`config.mk`:
```
export PLATFORM = sky130hd
export DESIGN_NAME = wb_stream_master_arb
export DESIGN_NICKNAME = d
export VERILOG_FILES = /design/src/rtl/wb_stream_master_arb.sv
export SDC_FILE = /design/constraint.sdc
export NUM_CORES = 1
export LEC_CHECK = 0
export ABC_AREA = 0
export BUFFER_PORTS_ARGS = -buffer_cell sky130_fd_sc_hd__buf_2
export CORE_AREA = 8 8 112 114
export CTS_BUF_LIST = sky130_fd_sc_hd__clkbuf_2
export DETAILED_ROUTE_END_ITERATION = 8
export DIE_AREA = 0 0 120 122
export PLACE_DENSITY_LB_ADDON = 0.25
export SYNTH_ARGS = -nofsm -noshare
export SYNTH_HDL_FRONTEND = slang
export SYNTH_SLANG_ARGS = --single-unit
```
`constraint.sdc`:
```
create_clock -name wb_clk_i -period 2.9 [get_ports wb_clk_i]
set_input_delay 0.435 -clock wb_clk_i [delete_from_list [all_inputs] [get_ports wb_clk_i]]
set_output_delay 0.435 -clock wb_clk_i [all_outputs]
set_load 0.05 [all_outputs]
```
`src/rtl/wb_stream_master_arb.sv`:
```
// Round-robin Wishbone B3 arbiter. It shares one slave port between NUM_MASTERS
// stream DMA masters. A grant is held for the whole cycle or burst. A watchdog
// aborts a stalled transfer with ERR.
module wb_stream_master_arb #(
   parameter int NUM_MASTERS = 2,
   parameter int WB_AW       = 32,
   parameter int WB_DW       = 32,
   parameter int TIMEOUT     = 256
) (
   input  logic                         wb_clk_i,
   input  logic                         wb_rst_n_i,
   input  logic [NUM_MASTERS*WB_AW-1:0] wbm_adr_i,
   input  logic [NUM_MASTERS*WB_DW-1:0] wbm_dat_i,
   input  logic [NUM_MASTERS*WB_DW/8-1:0] wbm_sel_i,
   input  logic [NUM_MASTERS-1:0]       wbm_we_i,
   input  logic [NUM_MASTERS-1:0]       wbm_cyc_i,
   input  logic [NUM_MASTERS-1:0]       wbm_stb_i,
   input  logic [NUM_MASTERS*3-1:0]     wbm_cti_i,
   input  logic [NUM_MASTERS*2-1:0]     wbm_bte_i,
   output logic [WB_DW-1:0]             wbm_dat_o,
   output logic [NUM_MASTERS-1:0]       wbm_ack_o,
   output logic [NUM_MASTERS-1:0]       wbm_err_o,
   output logic [NUM_MASTERS-1:0]       wbm_rty_o,
   output logic [WB_AW-1:0]             wbs_adr_o,
   output logic [WB_DW-1:0]             wbs_dat_o,
   output logic [WB_DW/8-1:0]           wbs_sel_o,
   output logic                         wbs_we_o,
   output logic                         wbs_cyc_o,
   output logic                         wbs_stb_o,
   output logic [2:0]                   wbs_cti_o,
   output logic [1:0]                   wbs_bte_o,
   input  logic [WB_DW-1:0]             wbs_dat_i,
   input  logic                         wbs_ack_i,
   input  logic                         wbs_err_i,
   input  logic                         wbs_rty_i,
   output logic [NUM_MASTERS-1:0]       grant_o,
   output logic                         timeout_o
);
   localparam int SW = WB_DW / 8;
   localparam int IW = (NUM_MASTERS > 1) ? $clog2(NUM_MASTERS) : 1;
   localparam int TW = (TIMEOUT > 1) ? $clog2(TIMEOUT) : 1;
   localparam logic [TW-1:0] T_LAST = (TIMEOUT > 0) ? TW'(TIMEOUT - 1) : '0;

   typedef enum logic [1:0] {
      S_IDLE  = 2'd0,
      S_GRANT = 2'd1
   } state_t;

   state_t                 state_reg;
   logic [NUM_MASTERS-1:0] grant_reg;
   logic [IW-1:0]          idx_reg;
   logic [IW-1:0]          last_reg;
   logic [TW-1:0]          timer_reg;

   // Per-master views of the packed input buses
   logic [WB_AW-1:0] adr_arr [NUM_MASTERS];
   logic [WB_DW-1:0] dat_arr [NUM_MASTERS];
   logic [SW-1:0]    sel_arr [NUM_MASTERS];
   logic [2:0]       cti_arr [NUM_MASTERS];
   logic [1:0]       bte_arr [NUM_MASTERS];

   generate
      for (genvar gi = 0; gi < NUM_MASTERS; gi++) begin : g_unpack
         assign adr_arr[gi] = wbm_adr_i[gi*WB_AW +: WB_AW];
         assign dat_arr[gi] = wbm_dat_i[gi*WB_DW +: WB_DW];
         assign sel_arr[gi] = wbm_sel_i[gi*SW +: SW];
         assign cti_arr[gi] = wbm_cti_i[gi*3 +: 3];
         assign bte_arr[gi] = wbm_bte_i[gi*2 +: 2];
      end
   endgenerate

   logic          granted, cyc_g, stb_g, resp, expire, release_now, found;
   logic [IW-1:0] pick;

   assign granted   = (state_reg == S_GRANT);
   assign cyc_g     = wbm_cyc_i[idx_reg];
   assign stb_g     = wbm_stb_i[idx_reg];
   assign resp      = wbs_ack_i | wbs_err_i | wbs_rty_i;
   // The watchdog fires on the TIMEOUT-th consecutive unanswered strobe cycle.
   // A slave response in the same cycle takes priority over the watchdog.
   assign expire    = (TIMEOUT != 0) && granted && cyc_g && stb_g && !resp &&
                      (timer_reg == T_LAST);
   assign release_now = !cyc_g || (wbs_ack_i && cti_arr[idx_reg] == 3'b111) ||
                        wbs_err_i || wbs_rty_i || expire;

   // Slave-side mux. The cycle is gated live by the owner's cyc and is killed when the watchdog fires.
   assign wbs_adr_o = adr_arr[idx_reg];
   assign wbs_dat_o = dat_arr[idx_reg];
   assign wbs_sel_o = sel_arr[idx_reg];
   assign wbs_we_o  = wbm_we_i[idx_reg];
   assign wbs_cti_o = cti_arr[idx_reg];
   assign wbs_bte_o = bte_arr[idx_reg];
   assign wbs_cyc_o = granted & cyc_g & ~expire;
   assign wbs_stb_o = granted & cyc_g & stb_g & ~expire;
   assign wbm_dat_o = wbs_dat_i;
   assign grant_o   = grant_reg;
   assign timeout_o = expire;

   // Route slave responses to the granted master only
   always_comb begin
      wbm_ack_o = '0;
      wbm_err_o = '0;
      wbm_rty_o = '0;
      if (granted) begin
         wbm_ack_o[idx_reg] = wbs_ack_i & stb_g;
         wbm_err_o[idx_reg] = (wbs_err_i & stb_g) | expire;
         wbm_rty_o[idx_reg] = wbs_rty_i & stb_g;
      end
   end

   // Round-robin search: the first requester after the last master that was served
   always_comb begin
      pick  = last_reg;
      found = 1'b0;
      for (int k = 1; k <= NUM_MASTERS; k++) begin
         if (!found && wbm_cyc_i[(int'(last_reg) + k) % NUM_MASTERS]) begin
            found = 1'b1;
            pick  = IW'((int'(last_reg) + k) % NUM_MASTERS);
         end
      end
   end

   // Arbitration FSM with watchdog timer; one idle cycle always separates grants
   always_ff @(posedge wb_clk_i) begin
      if (!wb_rst_n_i) begin
         state_reg <= S_IDLE;
         grant_reg <= '0;
         idx_reg   <= '0;
         last_reg  <= IW'(NUM_MASTERS - 1);
         timer_reg <= '0;
      end else begin
         case (state_reg)
            S_IDLE: begin
               if (found) begin
                  state_reg <= S_GRANT;
                  grant_reg <= {{(NUM_MASTERS-1){1'b0}}, 1'b1} << pick;
                  idx_reg   <= pick;
                  last_reg  <= pick;
                  timer_reg <= '0;
               end
            end
            S_GRANT: begin
               if (release_now) begin
                  state_reg <= S_IDLE;
                  grant_reg <= '0;
               end else if (resp) begin
                  timer_reg <= '0;
               end else if (cyc_g && stb_g) begin
                  timer_reg <= timer_reg + TW'(1);
               end
            end
            default: begin
               state_reg <= S_IDLE;
               grant_reg <= '0;
            end
         endcase
      end
   end
endmodule

```
==> qor.yml, run 1 <==
swShare: 0.554
power_leakage_nw: 1.59
place.gp.congestion: 0.775
numCtsBuffers: 3
endpoint_kind: "primary output"
cp_data_required_time_ps: 2470
tightest_slew_ps: 542
start_util: 0.185
die_y_um: 122
wl_um: 10500
clock_power_share: 0.092
overflow: 0
clock_path_buffers: 2
final_antenna_net_count: 0
cts_tree: "yes"
maxSlewHeadroom: 0.637
cp.arrival_ps: 2160
grt_pass1_wl_um: 15300
dr.pass1.iters: 4
grt_pass1_vias: 2549
antenna_found_initial: 2
ir_worst_vdd_v: 0.000174
power_frac_seq: 0.181
cts_resized: 0
nets: 613
largest_register_ffs: 8
clock-sinks: 13
ff2ff_setup_slack_ps: 920
place_hpwl_um: 9460
grt_max_degree: 47
fp.dieW_um: 120
finalCriticalPeriod_ps: 2590
worst_clock_skew_ps: 2.41
synth-async-reset-ratio: 0
antennaDiodeCount: 0
yosys_warnings: 0
finish.utilization: 0.290
synth_cell_types: 44
critPathLaunchType: "input port"
clkLatencyLatePin_ps: 270
outcome: "finished clean"
syn_inst: 219
switchingPower_mw: 0.581
hold_slack_ps: 440
via_per_inst: 4.25
ctsRootBufferMaster: "clkbuf_2"
worst_slack_ps: 310
critPathTopFamily: "simple AND/OR/NAND/NOR gates"
drive_above_1_share: 0.782
post_cts_buffers: 0
yosysSeqAreaShare: 0.132
cap_violations: 0
power_mw: 1.05
multi_input_area_um2: 1390
syn_to_final_growth_pct: 57.4
netlist_area_um2: 1970
p_int_mw: 0.469
crit_slowest_cell: "or3b_1"
cts_hold_buf: 0
drt_iter0_markers: 96
drc: 0
io_pins: 306
fp.dieArea_um2: 14600
fin_crit_sh: 0.893
htreeDepth: 1
hold_viol_final: 0
maxSlewViolCount: 0
cp_max_fo: 6
cp_common_cell: "buf_2"
portBuffers: 241
avgRoutedWirePerCell_um: 18.7
synth-edff-count: 0
nFillCells: 1171
cts.clk_slew.worst_paths_ps: 130
core_area_um2: 10700
worst-setup-path-type: "input port to primary output"
place_ws_ps: 301
max_freq_mhz: 386
power_frac_comb: 0.727
seqCellArea_um2: 264
synth_flop_cell: "dfxtp_1"
critPathBufInv: 2
rsz0062_at_grt: "no"
vias: 2387
synth_nets: 409
fin_tns_setup_ps: 0
grt_usage: 0.131
ys_ff_latch: 13
critPathMaxStageDelay_ps: 460
hold_class: "input port to flip-flop"
powerDensity_nw_per_um2: 338
finalSetupViolations: 0
std_cell_rows: 38
crit_chain: "buf_2 -> or2_4 -> or3b_1 -> nor2_1 -> nand3_1 -> a21boi_1 -> buf_2"
avgSynthCellArea_um2: 9.02
[cells by family (layout without fill, tap and decap cells)]
family	after synthesis	after routing	share of synthesized area
muxes	76	76	0.433
buffers and inverters	52	255	0.163
and+or+nand+nor	40	40	0.129
AOI/OAI and AO/OA	37	37	0.137
DFF	13	13	0.132
adders and majority gates	1	1	0.00634
[final cells by class]
class / instances / area share
inverters: 7 / 0.00846
well taps: 140 / 0.0564
multi-input cells: 154 / 0.448
clock buffers: 4 / 0.00644
flip-flops and latches: 13 / 0.0850
repair buffers: 244 / 0.395
[cell usage in the layout (no fill, tap or decap), drive strengths merged, types with 2 or more instances in the layout]
cell    instances
inv             7
mux2           75
o31ai           2
a21o            2
nor3            3
a21oi           5
and2            2
nand3           4
buf           244
o21ai           8
a311oi          3
a31oi           5
clkbuf          4
a211oi          3
nand2           9
and4            2
nand2b          2
and3            5
dfxtp          13
nor2            3
[Yosys cell counts (2+ instances only)]
master / instances / area [um2]
a211oi_1: 3 / 22.5
a21o_1: 2 / 15.0
a21oi_1: 5 / 25.0
a311oi_1: 3 / 26.3
a31oi_1: 5 / 31.3
and2_1: 2 / 12.5
and3_1: 5 / 31.3
and4_1: 2 / 17.5
buf_2: 2 / 10.0
buf_4: 33 / 248
clkbuf_1: 9 / 33.8
dfxtp_1: 13 / 260
inv_1: 7 / 26.3
mux2_2: 75 / 845
nand2_1: 9 / 33.8
nand2b_1: 2 / 12.5
nand3_1: 4 / 20.0
nor2_1: 3 / 11.3
nor3_1: 2 / 10.0
o21ai_0: 8 / 40.0
o31ai_1: 2 / 15.0
[routing by layer]
layer | vias up | GRT usage | wire (um)
li1 | 1190 | - | -
met1 | 1060 | 0.150 | 4100
met2 | 125 | 0.224 | 5270
met3 | 8 | 0.0648 | 1060
met4 | 4 | 0.0109 | 43
met5 | - | 0 | 18
[metrics by stage]
step,instances,area [um2]
floorplan,219,1970
global placement,558,3090
detailed placement,558,3090
CTS,562,3110
global route,562,3110
finish,562,3110
[final timing paths]
path,from,end,cells past startpoint
setup / recovery,wbs_err_i,wbm_err_o[0],7
hold / removal,wb_rst_n_i,last_reg,2
setup reg to reg,state_reg[0],timer_reg[0],6
hold reg to reg,timer_reg[6],timer_reg[6],1
[power by group through the flow]
stage                     Combinational, mW  Sequential (mW)  Clock, mW
final                                 0.763            0.190     0.0966
after global routing                  0.798            0.192      0.116
after CTS                             0.772            0.190      0.102
after detailed placement              0.769            0.194          0
after global placement                0.765            0.194          0
after floorplan                       0.650            0.198          0
No activity file was read; power rests on OpenSTA's default activity.
==> run 2: changes to the inputs <==
--- a/config.mk
+++ b/config.mk
@@ -11,7 +11,7 @@
 export CTS_BUF_LIST = sky130_fd_sc_hd__clkbuf_2
 export DETAILED_ROUTE_END_ITERATION = 8
 export DIE_AREA = 0 0 120 122
-export PLACE_DENSITY_LB_ADDON = 0.25
+export PLACE_DENSITY = 0.63
 export SYNTH_ARGS = -nofsm -noshare
 export SYNTH_HDL_FRONTEND = slang
 export SYNTH_SLANG_ARGS = --single-unit
==> qor.yml, run 2 (same netlist as run 1, synthesis figures left out) <==
drive_above_1_share: 0.782
dr.pass1.iters: 4
layout_common_cells: "buf_2 (241), mux2_2 (75), dfxtp_1 (12), nand2_1 (9), o21ai_0 (8)"
power_frac_comb: 0.730
io_pins: 306
die_y_um: 122
ff2ff_path_depth: 6
r2r_start: "idx_reg"
hold-path-endpoint: "last_reg"
place_area_um2: 3090
rsz0062_at_grt: "no"
htreeDepth: 1
std_cell_rows: 38
design_area_um2: 3110
via_per_inst: 4.51
maxSlewHeadroom: 0.578
grt_usage: 0.159
worst_slack_ps: 241
maxSlewViolCount: 0
min_from: "wb_rst_n_i"
place_hpwl_um: 11200
worst-setup-path-type: "input port to primary output"
whs_path_depth: 2
clkLatencyLatePin_ps: 300
drt_iter0_markers: 166
post_cts_buffers: 0
portBuffers: 241
outcome: "finished clean"
start_util: 0.185
nets: 613
cap_violations: 0
r2r-end: "timer_reg[0]"
endpoint_kind: "primary output"
clock_power_share: 0.096
ctsRootBufferMaster: "clkbuf_2"
cts_tree: "yes"
fin_crit_sh: 0.917
p_int_mw: 0.465
cp_max_fo: 6
finalSetupViolations: 0
switchingPower_mw: 0.620
fp.dieArea_um2: 14600
powerDensity_nw_per_um2: 349
final_antenna_net_count: 0
syn_to_final_growth_pct: 57.4
ir_worst_vdd_v: 0.000167
place.gp.congestion: 0.851
finalCriticalPeriod_ps: 2660
wl_um: 12400
fp.dieW_um: 120
place_ws_ps: 225
critPathLaunchType: "input port"
swShare: 0.572
core_area_um2: 10700
vias: 2536
cts_hold_buf: 0
power_frac_seq: 0.174
grt_pass1_vias: 2879
antenna_found_initial: 1
avgRoutedWirePerCell_um: 22.1
clock_path_buffers: 2
finish.utilization: 0.290
placed_cells: 558
max_freq_mhz: 376
ff2ff_setup_slack_ps: 550
grt_pass1_wl_um: 18000
fin_cells: 562
cts_resized: 0
clock-sinks: 13
power_leakage_nw: 1.59
hold_slack_ps: 413
power_mw: 1.08
cts.clk_slew.worst_paths_ps: 150
drc: 0
grt_max_degree: 55
worst_clock_skew_ps: 4.23
cp_data_required_time_ps: 2470
numCtsBuffers: 3
antennaDiodeCount: 0
largest_register_ffs: 8
tightest_slew_ps: 633
layout_commonest_cell: "buf_2"
overflow: 0
fin_tns_setup_ps: 0
cp.arrival_ps: 2220
hold_viol_final: 0
hold_class: "input port to flip-flop"
[run 2: changes by cell type in the layout (fill, tap and decap cells not counted)]
cell | previous run | this run
clkbuf_2 | 4 | 3
clkinv_2 | 0 | 1
[run 2: power by group through the flow]
stage | sequential [mW] | combinational, mW | clock, mW
after floorplan | 0.198 | 0.650 | 0
after global placement | 0.192 | 0.794 | 0
after detailed placement | 0.193 | 0.798 | 0
after CTS | 0.189 | 0.802 | 0.104
after global routing | 0.190 | 0.829 | 0.114
final | 0.189 | 0.792 | 0.104
[run 2: worst max-delay path by stage]
| stage | endpoint | cells after the start | slack, ps | from |
|---|---|---|---|---|
| floorplan | wbm_err_o[1] | 6 | 260 | wbs_err_i |
| finish | wbm_err_o[1] | 7 | 240 | wbs_err_i |
| detailed placement | wbm_err_o[1] | 7 | 220 | wbs_err_i |
| global placement | wbm_err_o[1] | 7 | 250 | wbs_err_i |
| CTS | wbm_err_o[1] | 7 | 200 | wbs_err_i |
| global route | wbm_err_o[1] | 7 | 100 | wbs_err_i |
[run 2: metal layers]
layer	routed length, um	vias to the layer above	share of wire	GRT usage
met5	12	-	0.00097	0
met4	53	2	0.0043	0.00859
met2	5660	182	0.46	0.260
met3	1270	4	0.10	0.0611
met1	5400	1169	0.44	0.202
li1	-	1179	-	-
[run 2: cell type report]
| cell class | count | area (um2) |
|---|---|---|
| multi-input combinational | 154 | 1390 |
| clock inverter | 1 | 5.00 |
| timing repair buffer | 244 | 1230 |
| inverter | 7 | 26.3 |
| sequential | 13 | 264 |
| fill | 1177 | 7590 |
| tap | 140 | 175 |
| clock buffer | 3 | 15.0 |
[run 2: critical path: stages]
cell and delay [ps]:
buf_2 130, or2_4 280, or3b_1 460, nor2_1 210
nand3_1 190, a21oi_1 210, buf_2 300
